--- config.mk ---
export PLATFORM = sky130hd
export DESIGN_NAME = kamus_wb_arbiter
export DESIGN_NICKNAME = d
export VERILOG_FILES = /design/src/rtl/kamus_wb_arbiter.sv
export SDC_FILE = /design/constraint.sdc
export NUM_CORES = 1
export LEC_CHECK = 0
export ABC_AREA = 1
export CORE_MARGIN = 2
export CORE_UTILIZATION = 43
export CTS_CLUSTER_SIZE = 30
export DETAILED_ROUTE_END_ITERATION = 6
export PLACE_DENSITY = 0.82
export SETUP_SLACK_MARGIN = 0.5
export SLEW_MARGIN = 25
export SYNTH_ARGS = -nofsm -noshare
export SYNTH_HDL_FRONTEND = slang
export SYNTH_SLANG_ARGS = --single-unit
--- constraint.sdc ---
create_clock -name clk_i -period 2.75 [get_ports clk_i]
set_input_delay 0.4125 -clock clk_i [delete_from_list [all_inputs] [get_ports clk_i]]
set_output_delay 0.4125 -clock clk_i [all_outputs]
set_load 0.02 [all_outputs]
--- src/rtl/kamus_wb_arbiter.sv ---
// Round-robin write-back arbiter with a registered register-file write port
// and a pending-write scoreboard that stalls decode on RAW/WAW hazards.
module kamus_wb_arbiter #(
  parameter int NUM_REQ = 3,
  parameter int XLEN    = 32
) (
  input  logic                    clk_i,
  input  logic                    rst_i,
  input  logic [NUM_REQ-1:0]      req_valid_i,
  input  logic [NUM_REQ*5-1:0]    req_rd_addr_i,
  input  logic [NUM_REQ*XLEN-1:0] req_data_i,
  output logic [NUM_REQ-1:0]      req_ready_o,
  output logic                    rf_we_o,
  output logic [4:0]              rf_rd_addr_o,
  output logic [XLEN-1:0]         rf_wr_data_o,
  input  logic                    issue_valid_i,
  input  logic [4:0]              issue_rd_addr_i,
  input  logic                    issue_writes_rd_i,
  input  logic [4:0]              rs1_addr_i,
  input  logic [4:0]              rs2_addr_i,
  output logic                    stall_o,
  output logic [31:0]             pending_o
);

  localparam int unsigned PTR_W = (NUM_REQ > 2) ? 2 : 1;
  localparam int unsigned AW    = 5;

  logic [PTR_W-1:0] rr_ptr;
  logic [PTR_W-1:0] gnt_idx;
  logic [PTR_W-1:0] cand;
  logic             found;
  logic [AW-1:0]    rd_arr   [NUM_REQ];
  logic [XLEN-1:0]  data_arr [NUM_REQ];
  logic [31:0]      pending_q;
  logic [31:0]      pending_d;
  logic [31:0]      set_vec;
  logic [31:0]      clr_vec;
  logic             issue_accept;

  for (genvar g = 0; g < NUM_REQ; g++) begin : g_unpack
    assign rd_arr[g]   = req_rd_addr_i[g*AW +: AW];
    assign data_arr[g] = req_data_i[g*XLEN +: XLEN];
  end

  // First valid requester at or after rr_ptr, wrapping; nothing granted in reset.
  always_comb begin
    found   = 1'b0;
    gnt_idx = '0;
    cand    = '0;
    for (int i = 0; i < NUM_REQ; i++) begin
      cand = PTR_W'((int'(rr_ptr) + i) % NUM_REQ);
      if (!found && req_valid_i[cand]) begin
        found   = 1'b1;
        gnt_idx = cand;
      end
    end
    if (rst_i) found = 1'b0;
  end

  assign req_ready_o = NUM_REQ'(found) << gnt_idx;

  // Hazard check against outstanding writes; no bypass from the write port.
  always_comb begin
    stall_o = 1'b0;
    if (!rst_i) begin
      stall_o = pending_q[rs1_addr_i] | pending_q[rs2_addr_i] |
                (issue_writes_rd_i & pending_q[issue_rd_addr_i]);
    end
  end

  assign issue_accept = issue_valid_i & ~stall_o & issue_writes_rd_i &
                        (issue_rd_addr_i != '0);

  // Clear from the write port, then set from issue so a same-register collision keeps the bit.
  always_comb begin
    set_vec = '0;
    clr_vec = '0;
    if (rf_we_o)      clr_vec[rf_rd_addr_o]    = 1'b1;
    if (issue_accept) set_vec[issue_rd_addr_i] = 1'b1;
    pending_d = ((pending_q & ~clr_vec) | set_vec) & ~32'd1;
  end

  always_ff @(posedge clk_i) begin
    if (rst_i) begin
      rr_ptr       <= '0;
      rf_we_o      <= 1'b0;
      rf_rd_addr_o <= '0;
      rf_wr_data_o <= '0;
      pending_q    <= '0;
    end else begin
      pending_q <= pending_d;
      if (found) begin
        rr_ptr       <= (gnt_idx == PTR_W'(NUM_REQ - 1)) ? '0 : gnt_idx + PTR_W'(1);
        rf_we_o      <= (rd_arr[gnt_idx] != '0);
        rf_rd_addr_o <= rd_arr[gnt_idx];
        rf_wr_data_o <= data_arr[gnt_idx];
      end else begin
        rf_we_o <= 1'b0;
      end
    end
  end

  assign pending_o = pending_q;

endmodule

==> results of run 1 <==
[synth_stat cells (10+ instances only)]
cell type / instances
a21oi_1: 31
a22oi_1: 12
a31oi_1: 12
a41oi_1: 10
buf_2: 17
clkbuf_1: 11
dfxtp_1: 71
inv_1: 73
nand2_1: 236
nand3_1: 116
nor2_1: 42
nor3_1: 10
o21ai_0: 69
[per-stage QoR]
step,hold slack (ns),setup slack (ns),util,std cells
global placement,0.491,-0.161,0.656,1119
floorplan,0.480,0.644,-,773
CTS,0.518,0.345,0.692,1141
global route,0.532,0.298,0.705,1146
finish,0.509,0.379,0.705,1146
detailed placement,0.503,-0.167,0.656,1119
[report_power, final]
| part | leakage [nW] | internal [mW] | total [mW] | switching, mW |
|---|---|---|---|---|
| registers | 0.592 | 1.31 | 1.48 | 0.178 |
| logic | 2.35 | 1.52 | 3.62 | 2.10 |
| clock network | 0.123 | 0.605 | 1.04 | 0.433 |
[layout make-up]
class | instances | area [sq um] | share of cell area
tap | 140 | 175 | 0.0230
timing repair buffer | 257 | 2470 | 0.325
inverter | 82 | 330 | 0.0434
sequential | 71 | 1450 | 0.190
multi-input combinational | 580 | 2940 | 0.386
clock inverter | 7 | 121 | 0.0160
clock buffer | 9 | 124 | 0.0163
[flip-flops by register name (all words and copies together) (netlist names)]
| register | flops |
|---|---|
| rf_we_o | 1 |
| pending_o | 31 |
| rr_ptr | 2 |
| rf_rd_addr_o | 5 |
| rf_wr_data_o | 32 |
[layer usage]
metal,vias to the layer above,wire length [um],global-route usage,part of all wire
met1,2884,6800,0.347,0.37
met4,0,903,0.192,0.049
met2,373,9250,0.543,0.50
met3,73,1600,0.0705,0.086
li1,3025,-,-,-
met5,-,0,0,0
[logic make-up after synthesis]
group,count (synthesis),share of synthesized area
AO/OA/AOI/OAI,149,0.183
AND/OR/NAND/NOR,428,0.400
buffers and inverters,122,0.110
other,1,0.000792
adder cells (fa/ha/maj),2,0.00529
flip-flops,71,0.300
[what timing repair did]
item                                    4_1_cts  5_1_grt
gates cloned                                  0        0
gates resized for setup                      64       56
setup buffers                                 6        5
endpoints found under the setup margin       30       32
pin swaps                                    11       12
[tightest hold or removal path, delay by kind of cell (launching register included)]
kind / cells / cell delay [ns]
AO/OA/AOI/OAI: 2 / 0.13
flip-flops: 1 / 0.34
[worst min path at each step]
stage	end	slack [ns]	depth (start not counted)
global placement	rr_ptr[0]$_SDFFE_PP0P_	0.49	2
finish	pending_o[20]$_SDFF_PP0_	0.51	2
detailed placement	pending_o[4]$_SDFF_PP0_	0.50	2
global route	pending_o[4]$_SDFF_PP0_	0.53	2
floorplan	rr_ptr[1]$_SDFFE_PP0P_	0.48	2
CTS	rr_ptr[0]$_SDFFE_PP0P_	0.52	2
==> results.md, run 1 <==
* CTS tree: done
* Crit Path Category: reg -> out
* Die Height at 109 um
* Final RePlAce weighted congestion at between 1 and 1.5
* Post-synth design cell area at ~4700 sq um
* Commonest non-fill, non-tap cell in the layout: nand2_1
* Synthesized area per cell at roughly 6 sq um
* Slew Limit Fails at 0
* Worst-path cell chain: inv_2 > ha_4 > inv_6 > nand2_2 > nand3_2 > nand2_2 > nand3_4 > nor2_4 > nor2_8 > nor2_4 > buf_6
* Nets at roughly 1,100
* Setup TNS Final at 0 ns
* Worst reg2reg path endpoint: rf_we_o$_SDFF_PP0_
* Status: finished, final reports clean
* Tcrit/Tclk final at 0.862
* Hold buffers post-CTS at 0
* Max stage delay on crit path at 0.35 ns
* Initial DRC Count at approximately 480
* Most frequent cells in the layout: nand2_1, clkdlybuf4s50_1, nand3_1, o21ai_0, inv_1
* CTS max path bufs at 2
* Placed instance area at about 7100 sq um
* Setup crit end kind: primary output
* Vias per cell at approximately 5.5
* Core area at 10,800 sq um
* CTS Sinks at 71
* Synth area leaders: dfxtp_1, nand2_1, nand3_1
* First-pass GRT wire length at slightly below 30,000 um
* PortBufs at about 210
* Initial antenna violation count at 0
* Residual DRC at 0
* Instance count on the critical path at 11
* R2r worst-path depth at 15
* Synth Instances at 773
* P&R area growth vs syn at 60.7%
* Total gr overflow at 0
* Min-delay src: pending_o[20]$_SDFF_PP0_
* Unrepaired setup endpoints after global routing: true
* Fraction of layout cells with a size suffix above 1 at 0.151
* Critical path buffers and inverters at 3
* Pin count of the biggest net entering global routing at 36
* CP startpoint kind: flop
* Critical Path End: req_ready_o[1]
* Initial Utilization at 0.439
* Final worst path period need at about 2.4 ns
* Distinct cell type count after synthesis at 32
* Seq cells post-synth at 71
* Post-route cell area at around 7600 sq um
* Die W at ~110 um
* Worst skew pair latency at 0.36 ns
* Top_reg_cell synth: dfxtp_1
* Rows at 38
* R2r setup slk at about 0.56 ns
* Net Count, Synth at 908
* Hold Violations, Final at 0
* Fmax at about 420 MHz
* Reg2reg start: rr_ptr[0]$_SDFFE_PP0P_
* Peak VDD IR at ~0.6 mV
* Number of iterations in the first detailed-routing pass at 5
* Clk slew on worst S/H paths at about 0.08 ns
* Htree depth at 3
* CP top delay family: simple AND/OR/NAND/NOR gates
* Overall power at 6.15 mW
* Vias in the first global route at around 6,000
* Lkg Pwr at around 3 nW
* CTS Buf Count at 9
* WP data required at roughly 2.3 ns
* Max-capacitance violation count at 0
* IO Count at around 210
* Routed WL at around 19,000 um
* Routed Antenna Nets at 0
* # fillers at approximately 920
* Final setup viols at 0
* Die area at between 10,000 and 15,000 sq um
* Sequential area share after synthesis at 0.300
* Yosys top cell area share at 0.300
* DPL Wire Length at 13,900 um
* Post-synth EDFFs at 0
* Ys async rst share at 0
* Top cell type by total area after synthesis: dfxtp_1
* YS warnings at 0
* Crit-path max FO at 6
* # diodes at 0
* Total number of vias at about 6,400
* Routed WL per cell at around 16 um
* Critical path startpoint: rr_ptr[0]$_SDFFE_PP0P_
* Root Buffer: clkbuf_8
* Setup Skew at ~0.012 ns
* PwrDens at about 810 nW/um^2
* GRT Overall Usage at 0.313
* Slowest-stage cell, CP: dfxtp_2
* Arr. time, crit path at roughly 2.0 ns
* Hold Crit Class: reg -> reg
(Power assumes the default switching activity.)
==> run 2: changes to the inputs <==
==> constraint.sdc (replaced) <==
create_clock -name clk_i -period 2.75 [get_ports clk_i]
set_input_delay 0.55 -clock clk_i [delete_from_list [all_inputs] [get_ports clk_i]]
set_output_delay 0.55 -clock clk_i [all_outputs]
set_load 0.02 [all_outputs]
==> run 2 against run 1 <==
Effect of this change: the run now ends with DRC left; sequential cell count stayed put; clock skew is essentially flat; final cell count rose by 0.96%; clock power decreased by 18%; sequential power hardly changed; via count is 0.27% lower; highest routed layer unchanged.
==> results.md, run 2 (synthesis gave the netlist of run 1 again) <==
* Die W at 109 um (unchanged)
* CP top delay family: simple AND/OR/NAND/NOR gates
* Tcrit/Tclk final at 0.912 (+0.0502)
* IO Count at 207 (unchanged)
* Die area at 11,900 sq um (unchanged)
* Max-capacitance violation count at 0 (unchanged)
* Initial DRC Count at 421 (-11%)
* CP startpoint kind: flop
* Slew Limit Fails at 0 (unchanged)
* Cells after DPL at 1,129 (+0.89%)
* Setup Skew at 0.0113 ns (-0.000315 ns)
* Clock power frac at 0.136 (-0.033)
* P&R area growth vs syn at 64.3%
* Largest register FFs at 32 (unchanged)
* # fillers at 904 (-2.0%)
* CTS tree: done
* Post-route insts no fill at 1,157 (+0.96%)
* Post-Route Utilization at 0.720 (+0.0155)
* Root Buffer: clkbuf_8
* WP data required at 2.20 ns (-0.14 ns)
* Most frequent cells in the layout: nand2_1, clkdlybuf4s50_1, nand3_1, dfxtp_1, inv_1
* Sw power at 2.77 mW (+2.0%)
* CTS max path bufs at 2 (unchanged)
* Routed Antenna Nets at 0 (unchanged)
* Final worst path period need at 2.51 ns (+0.138 ns)
* Core area at 10,800 sq um (unchanged)
* Final worst slack at 0.241 ns (-0.138 ns)
* Fmax at 399 MHz (-5.5%)
* Initial Utilization at 0.439 (unchanged)
* # diodes at 0 (unchanged)
* Routed WL at 18,700 um (+0.88%)
* Arr. time, crit path at 1.96 ns (about the same)
* Hold Crit Class: reg -> reg
* Seq pwr share at 0.237 (-0.005)
* Crit Path Category: reg -> out
* First-pass GRT wire length at 29,200 um (-0.14%)
* R2r setup slk at 0.54 ns (-0.02 ns)
* Initial antenna violation count at 0 (unchanged)
* Slowest-stage cell, CP: dfxtp_2
* Power Internal at 3.45 mW (+0.60%)
* Max stage delay on crit path at 0.35 ns (about the same)
* Final RePlAce weighted congestion at 0.971 (-5.8%)
* Crit-path max FO at 6 (unchanged)
* Post-route cell area at 7780 sq um (+2.2%)
* Nets at 1,147 (+0.97%)
* Setup TNS Final at 0 ns (unchanged)
* Unrepaired setup endpoints after global routing: true
* Residual DRC at 3 (+3)
* Number of iterations in the first detailed-routing pass at 7 (+2)
* Rows at 38 (unchanged)
* Final setup viols at 0 (unchanged)
* Commonest non-fill, non-tap cell in the layout: nand2_1
* CP dominant cell by count: nand2_4
* Routed WL per cell at 16.2 um (about the same)
* DPL Wire Length at 13,900 um (about the same)
* Worst skew pair latency at 0.36 ns (about the same)
* Fraction of layout cells with a size suffix above 1 at 0.147 (-0.00360)
* CTS Buf Count at 9 (unchanged)
* CTS Sinks at 71 (unchanged)
* Placement Setup Slack at -0.538 ns (-0.371 ns)
* Status: finished, violations left
* Violated checks: DRC
* Vias per cell at 5.48 (-1.2%)
* Setup crit end kind: primary output
* PwrDens at 800 nW/um^2 (-0.96%)
* GRT Overall Usage at 0.316 (+0.00272)
* Peak VDD IR at 0.585 mV (-0.55%)
* Worst-path cell chain: inv_2 > ha_4 > o21ai_1 > nand2_4 > buf_4 > nand3_2 > nand2_4 > nor2_4 > buf_6
* Critical path buffers and inverters at 3 (unchanged)
* Hold Violations, Final at 0 (unchanged)
* Placed instance area at 7220 sq um (+2.0%)
* Gate power share at 0.627 (+0.037)
* Total number of vias at 6,338 (-0.27%)
* Total gr overflow at 0 (unchanged)
* Vias in the first global route at 6,079 (+1.3%)
* Net Sw Frac at 0.445 (+0.00341)
* Lkg Pwr at 3.13 nW (+2.3%)
* Pin count of the biggest net entering global routing at 36 (unchanged)
* Htree depth at 3 (unchanged)
* Clk slew on worst S/H paths at 0.09 ns (about the same)
* PortBufs at 205 (unchanged)
* Largest Register: rf_wr_data_o
* Die Height at 109 um (unchanged)
[run 2: worst paths after layout]
check                           cells after the start                     from                           end
worst max register to register                     13   rr_ptr[0]$_SDFFE_PP0P_  rf_wr_data_o[4]$_SDFFE_PP0P_
worst max-delay path                                9   rr_ptr[0]$_SDFFE_PP0P_                req_ready_o[0]
worst min register to register                      2  pending_o[4]$_SDFF_PP0_       pending_o[4]$_SDFF_PP0_
worst min-delay path                                2  pending_o[4]$_SDFF_PP0_       pending_o[4]$_SDFF_PP0_
[run 2: layer usage]
layer	global-route usage	routed length [um]
met5	0	0
met4	0.162	873
met3	0.0753	1590
met2	0.567	9310
met1	0.344	6950
[run 2: power groups by stage]
stage | clock network [mW] | registers (mW) | logic [mW]
floorplan | 0 | 1.79 | 1.60
global placement | 0 | 1.48 | 3.44
detailed placement | 0 | 1.49 | 3.47
CTS | 0.856 | 1.47 | 3.67
global route | 0.898 | 1.51 | 4.17
finish | 0.848 | 1.47 | 3.90
[run 2: repair_timing]
action                     4_1_cts  5_1_grt
setup buffers                    8        1
gates resized for setup         77       26
pin swaps                       10        8
setup endpoints to repair       53       60
hold buffers                     0        0
gates cloned                     1        2
[run 2: layout make-up]
class | instances | area [sq um] | share of cell area
Multi-Input combinational cell | 580 | 2960 | 0.381
Inverter | 82 | 338 | 0.0434
Timing Repair Buffer | 268 | 2680 | 0.344
Clock buffer | 9 | 124 | 0.0159
Tap cell | 140 | 175 | 0.0225
Clock inverter | 7 | 72.6 | 0.00933
Sequential cell | 71 | 1420 | 0.183
[run 2: metrics by stage]
step	hold slack, ns	total power [mW]
after floorplan	0.480	3.39
after global placement	0.494	4.92
after detailed placement	0.502	4.95
after CTS	0.521	5.99
after global routing	0.562	6.58
final	0.515	6.22
[run 2: worst reg2reg max path, stage by stage (launching register included)]
cell and delay, ns:
dfxtp_2 0.35, inv_2 0.05, ha_4 0.27, o21ai_1 0.22
nand2_4 0.10, nand3_4 0.10, nor2_4 0.06, nor2_8 0.14
buf_4 0.13, buf_6 0.14, clkinv_8 0.09, buf_12 0.15
a22oi_1 0.20, a31oi_1 0.10
